[src/rtl/risc16_loader.sv]
// Boot loader for the risc16 core: takes a length-prefixed big-endian word stream,
// writes it to memory from BASE_ADDR, then releases the core and passes its bus through.
module risc16_loader #(
    parameter logic [15:0] BASE_ADDR = 16'h0000,
    parameter int unsigned MEM_WORDS = 32768
) (
    input  logic        clk,
    input  logic        rst,
    input  logic [7:0]  rx_data,
    input  logic        rx_valid,
    output logic        rx_ready,
    output logic        cpu_rst,
    output logic        done,
    input  logic [15:0] cpu_addr,
    input  logic [15:0] cpu_dout,
    input  logic        cpu_oe,
    input  logic        cpu_we,
    output logic [15:0] mem_addr,
    output logic [15:0] mem_dout,
    output logic        mem_oe,
    output logic        mem_we
);

    typedef enum logic [2:0] {LEN_HI, LEN_LO, DAT_HI, DAT_LO, WRITE, RUN} state_t;

    state_t      state_q, state_d;
    logic [15:0] len_q, len_d;
    logic [15:0] cnt_q, cnt_d;
    logic [15:0] waddr_q, waddr_d;
    logic [15:0] word_q, word_d;
    logic        accept;
    logic        in_range;

    always_ff @(posedge clk) begin
        if (rst) begin
            state_q <= LEN_HI;
            len_q   <= 16'h0000;
            cnt_q   <= 16'h0000;
            waddr_q <= BASE_ADDR;
            word_q  <= 16'h0000;
        end else begin
            state_q <= state_d;
            len_q   <= len_d;
            cnt_q   <= cnt_d;
            waddr_q <= waddr_d;
            word_q  <= word_d;
        end
    end

    assign rx_ready = !rst && (state_q == LEN_HI || state_q == LEN_LO ||
                               state_q == DAT_HI || state_q == DAT_LO);
    assign accept   = rx_valid && rx_ready;
    // Words past the memory size still advance cnt/waddr so the stream stays aligned.
    assign in_range = {16'h0000, cnt_q} < MEM_WORDS;

    always_comb begin
        state_d = state_q;
        len_d   = len_q;
        cnt_d   = cnt_q;
        waddr_d = waddr_q;
        word_d  = word_q;
        case (state_q)
            LEN_HI: if (accept) begin
                len_d[15:8] = rx_data;
                state_d     = LEN_LO;
            end
            LEN_LO: if (accept) begin
                len_d[7:0] = rx_data;
                state_d    = ({len_q[15:8], rx_data} == 16'h0000) ? RUN : DAT_HI;
            end
            DAT_HI: if (accept) begin
                word_d[15:8] = rx_data;
                state_d      = DAT_LO;
            end
            DAT_LO: if (accept) begin
                word_d[7:0] = rx_data;
                state_d     = WRITE;
            end
            WRITE: begin
                cnt_d   = cnt_q + 16'd1;
                waddr_d = waddr_q + 16'd2;
                state_d = (cnt_q + 16'd1 == len_q) ? RUN : DAT_HI;
            end
            default: state_d = RUN;
        endcase
    end

    always_comb begin
        mem_addr = waddr_q;
        mem_dout = word_q;
        mem_oe   = 1'b0;
        mem_we   = 1'b0;
        if (!rst) begin
            if (state_q == WRITE) begin
                mem_we = in_range;
            end else if (state_q == RUN) begin
                mem_addr = cpu_addr;
                mem_dout = cpu_dout;
                mem_oe   = cpu_oe;
                mem_we   = cpu_we;
            end
        end
    end

    assign cpu_rst = rst || (state_q != RUN);
    assign done    = !rst && (state_q == RUN);

endmodule

[config.mk]
export PLATFORM = sky130hd
export DESIGN_NAME = risc16_loader
export DESIGN_NICKNAME = d
export VERILOG_FILES = /design/src/rtl/risc16_loader.sv
export SDC_FILE = /design/constraint.sdc
export NUM_CORES = 1
export LEC_CHECK = 0
export BUFFER_PORTS_ARGS = -buffer_cell sky130_fd_sc_hd__clkbuf_2
export CAP_MARGIN = 25
export CORE_AREA = 2 2 90 92
export DETAILED_ROUTE_END_ITERATION = 10
export DIE_AREA = 0 0 92 94
export PLACE_DENSITY = 0.84
export SYNTH_ARGS = -nofsm -noshare
export SYNTH_HDL_FRONTEND = slang
export SYNTH_SLANG_ARGS = --single-unit
[constraint.sdc]
create_clock -name clk -period 1.6 [get_ports clk]
set_input_delay 0.08 -clock clk [delete_from_list [all_inputs] [get_ports clk]]
set_output_delay 0.08 -clock clk [all_outputs]
set_load 0.005 [all_outputs]
Yosys cells after proc, flatten, opt, wreduce, memory -nomap -nowiden
Index checks and enable logic that the tools add are counted.
- mux-type cells: 19
- $lt $le $gt $ge: 1
- equality and inequality tests: 11
- reductions and logical operators: 15
- add/subtract/negate cells: 2
- operators by type and width (operator ; count):
    16-bit two-way mux ; 6
    3-bit two-way mux ; 6
    16-bit by 1-bit adder with 16-bit output (second input constant) ; 1
    16-bit by 2-bit adder with 16-bit output (second input constant) ; 1
    16-bit == test ; 1
    16-bit zero test ; 1
    16-bit < comparator (second input constant) ; 1
    3-bit one-hot mux with 5 select lines ; 1
    2-bit != test (second input constant) ; 4
    2-bit AND reduction ; 4
    3-bit by 2-bit == test with 1-bit output (second input constant) ; 2
    3-bit == test (second input constant) ; 2
    1-bit two-way mux ; 6
    1-bit logical OR ; 4
    4-bit AND reduction ; 1
    3-bit by 1-bit == test with 1-bit output (second input constant) ; 1
    1-bit logical AND ; 3
    3-bit zero test ; 1
    3-bit != test (second input constant) ; 1
    1-bit zero test ; 1
- input port bits: 45
- word-level logic and storage cells: 55
- output and inout bits: 37
- flip-flop bits (word level): 67

Logic depth before layout (Yosys ltp)
- depth in word-level cells: 8
- depth in mapped cells: 7
- gate-level depth less buffers: 7

Least setup slack after synthesis
OpenSTA, ideal clock, no wires.
- kind: reg-to-reg
- start point: register cnt_q[1]
- end point: register state_q[1]
- library setup time: 0.115 ns
- arrival time: 1.648 ns
- path buffers: 0
- required time: 1.485 ns
- slack: -0.163 ns
- clock period less this slack: 1.763 ns
- stages on the path, launching flop included: 8
- path through: dfxtp_1 -> ha_1 -> xor2_1 -> a211oi_2 -> o211ai_1 -> a311oi_1 -> nand3_1 -> o21a_1
- cells in the longest elaborated chain, start to end: 4
- RTL lines (element ; line ; RTL):
    from (decl) ; 28 ; logic [15:0] cnt_q, cnt_d;
    from (signal assigned) ; 44 ; cnt_q <= cnt_d;
    16-bit by 1-bit adder with 16-bit output ; 82 ; state_d = (cnt_q + 16'd1 == len_q) ? RUN : DAT_HI;
    16-bit == test ; 82 ;
    3-bit two-way mux ; 82 ;
    3-bit one-hot mux with 5 select lines ; 62 ; case (state_q)
    to (signal assigned) ; 42 ; state_q <= state_d;
    to (decl) ; 26 ; state_t state_q, state_d;
Every way passes these cells.
A chain may end at the register's enable or synchronous reset.

Worst setup path after layout
- start point: register state_q[1]
- end point: output port mem_dout[9]
- cells in the longest elaborated chain, start to end: 4
- elaborated cells between the ends (all ways): 5
- classes of those cells: eq/ne (2); mux (3)
- RTL lines (element ; line ; RTL):
    3-bit == test ; 96 ; end else if (state_q == RUN) begin
    16-bit two-way mux ; 96 ;
    16-bit two-way mux (*) ; 94 ; if (state_q == WRITE) begin
    16-bit two-way mux (*) ; 93 ; if (!rst) begin
    to (decl) ; 19 ; output logic [15:0] mem_dout,
Every way passes the cells marked *; elsewhere a longest branch is shown, timed or not.

==> results by group <==
Setup path
  – Cell count of the worst reg-to-reg path: 7
  – Critical path class: flip-flop to output pin
  – Crit path capture: mem_dout[9]
  – Crit Path Max Fanout: 8
  – Reg2Reg Launch Point: cnt_q[1]
  – Critical Path RT: about 1.5 ns
  – Reg2reg end: state_q[1]
  – Crit path launch: state_q[1]
  – CP startpoint kind: flip-flop
  – Crit end category: output pin
  – Worst R2R Setup Slack: -0.33 ns
  – Crit path DAT: 1.91 ns

Clock tree
  – Clock slew at reported path FFs: 0.08 ns
  – H-tree depth: 3
  – Num CTS Buffers: 9
  – Post-cts hold buffer count: 0
  – Clk Latency, worst-skew pair: 0.37 ns
  – # clock sinks: 66
  – Clk buf depth: 2
  – CTS tree: built
  – CTS Root Cell: clkbuf_8

Floorplan
  – Die Y: 94 um
  – Initial Utilization: between 40% and 50%
  – Core Area: 7607 um2
  – Row count: 32
  – Top-Level Pins: 82
  – Die ar.: 8648 um2
  – Die X: a little over 90 um

Detailed routing
  – DRC Markers: 0
  – Drt pass-1 iters: 5
  – Detailed-route vias per instance: 6.111
  – Total vias in the final route: 3978
  – Drt wl/cell: 20.54 um
  – Antenna Violating Nets Remaining: 0
  – Initial DRC count: about 380
  – Wirelength, routed: 13.37 mm

Logic synthesis
  – Distinct cell type count after synthesis: 55
  – Mux cell area share after synthesis: between 10% and 20%
  – Post-synthesis adder-cell area fraction: 0.6854%
  – Synth Flop Type: dfxtp_1
  – Post-synth top area share: 36.19%
  – EDFF count, synth: 0
  – Largest family of logic cells by synthesized area: simple AND/OR/NAND/NOR gates
  – Seq/Total Area, Yosys: between 30% and 40%
  – Number of synthesis warnings: 0
  – Mean Syn Cell Area: 8.883 um2
  – Synth top cells by count: 66 x dfxtp_1, 59 x nor2_1, 33 x nand2_1
  – Top cells by area, synth: dfxtp_1 36%, mux2_2 9.3%, mux2i_1 6.9%
  – Post-synthesis instance total: 411
  – Mapped Area: around 3700 um2
  – Cell accounting for the most synthesized area: dfxtp_1
  – Synth Register Bits: 66
  – Compound-cell area share of the yosys netlist: 9.082%
  – Post-synth ARST share: 0%
  – Post-Synth Simple-Gate Area: 24.33%
  – Top-count cell post-synth: dfxtp_1
  – Xor/xnor share of the synthesized area: 10.08%
  – Mapped Nets: 458

STA
  – RSZ-0062 raised after global routing: yes
  – Total Negative Setup Slacks: -11.61 ns
  – Fin. Hold Viols: 0
  – Minimum clock period: 1.987 ns
  – Worst-Margin Slew: 0.6731 ns
  – Period utilization: 124.2%
  – Final-report max-slew violation count: 0
  – Final setup viols: 48
  – Max Clock Skew: 0.01335 ns
  – Rel. slew slack: 55.12%
  – Fmax achieved: 503.3 MHz
  – Hold WS: between 0.07 and 0.08 ns
  – Final WS setup: -0.3871 ns

Outcome
  – Failing checks: setup timing
  – Status: complete, but fails checks

Global route
  – Vias in the first global route: 3725
  – First-pass GRT wire length: 17.48 mm
  – Initial antenna violation count: 0
  – GRT Total Usage: 25.80%
  – Total gr overflow: 0
  – Largest net degree at the start of global routing: 66

Power
  – Max VDD drop: 0.4978 mV
  – Pwr dens: ~670 nW/um2
  – Leak: 2.254 nW

Finish
  – Filler Cell Count: 536
  – NumNets Final: 593
  – Syn-to-layout area delta: 41.71%
  – Share of post-route cells with drive strength above 1: 43.53%
  – Ant diodes: 0

Place
  – Hpwl dp: 7.074 mm
  – RD Place Congestion: around 0.89
  – # port buffers: between 80 and 90

Min path
  – Worst hold path class: input port to flip-flop

Run
  – Max-cap viol count: 0
==> how the worst min path moves through the flow <==
| stage | from | end | slack (ns) | cells past startpoint |
|---|---|---|---|---|
| floorplan | rst | rx_ready | 0.19 | 1 |
| global placement | rx_data[5] | word_q[13] | 0.41 | 3 |
| detailed placement | rx_data[5] | word_q[13] | 0.41 | 3 |
| CTS | rx_data[5] | word_q[13] | 0.04 | 3 |
| global route | rx_data[5] | word_q[13] | 0.08 | 3 |
| finish | rx_data[0] | word_q[8] | 0.07 | 3 |
==> layout by cell type, fill, tap and decap left out, types with 5 or more instances in the layout <==
cell type	count
nand3_1	18
nand4_1	8
mux2i_1	25
xor2_1	20
and3_1	5
dfxtp_1	56
mux2_4	18
buf_6	9
clkbuf_8	11
xnor2_1	20
o21ai_0	6
nor2_4	5
a21oi_1	20
nor2_1	55
nand2_1	27
mux2_2	12
or3_1	6
buf_4	49
clkbuf_2	80
dfxtp_2	8
==> kinds of logic after synthesis <==
| kind of cell | Yosys count |
|---|---|
| compound gates | 51 |
| buf+inv | 26 |
| flops | 66 |
| xor+xnor | 42 |
| mux | 55 |
| simple gates | 169 |
| fa+ha+maj | 2 |
==> per-layer routing <==
metal | wire, um | global-route usage, % | share of wire [%]
met5 | 0 | 0 | 0
met4 | 1182 | 15.80 | 8.8
met3 | 1127 | 6.340 | 8.4
met2 | 6488 | 45.04 | 49
met1 | 4572 | 28.25 | 34
==> timing repair <==
| action | 4_1_cts | 5_1_grt |
|---|---|---|
| pin swaps | 9 | 12 |
| hold endpoints to repair | 0 | 0 |
| endpoints found under the setup margin | 49 | 76 |
| gates cloned | 2 | 3 |
| setup buffers | 4 | 11 |
| resized for setup | 40 | 42 |
==> through the flow <==
step | instance area [um2] | util, % | power (mW) | instances | setup slack [ns]
after floorplan | 3670 | - | 1.887 | 411 | 0.01503
final | 5174 | 68.01 | 3.450 | 651 | -0.3871
after detailed placement | 4474 | 58.82 | 2.017 | 618 | -0.1274
after CTS | 4871 | 64.03 | 3.367 | 638 | -0.2556
after global routing | 5174 | 68.01 | 3.521 | 651 | -0.3963
after global placement | 4474 | 58.82 | 2.005 | 618 | -0.05204
==> registers in the layout, summed over array words and instances (netlist names) <==
signal,count
len_q,16
word_q,16
waddr_q,15
cnt_q,16
state_q,3
==> report_power, final <==
group | internal, mW | switching [mW]
clock | 0.726 | 0.661
sequential | 1.66 | 0.0291
combinational | 0.164 | 0.207
total | 2.55 | 0.897
==> final cells by class <==
| class | count | area [um2] | share of cell area [%] |
|---|---|---|---|
| clock inverter | 1 | 7.507 | 0.1451 |
| clock buffer | 13 | 180.2 | 3.482 |
| inverter | 4 | 15.01 | 0.2902 |
| multi-input combinational | 319 | 2452 | 47.40 |
| timing repair buffer | 146 | 1052 | 20.34 |
| sequential | 66 | 1339 | 25.88 |
| tap | 102 | 127.6 | 2.467 |
==> worst max-delay path, stage by stage (launching register included) <==
cell and delay, ns:
dfxtp_2 0.34, buf_6 0.13, nor3b_4 0.24, buf_4 0.18, buf_12 0.14, mux2_2 0.38
clkbuf_2 0.13
No activity file was read; power rests on OpenSTA's default activity.
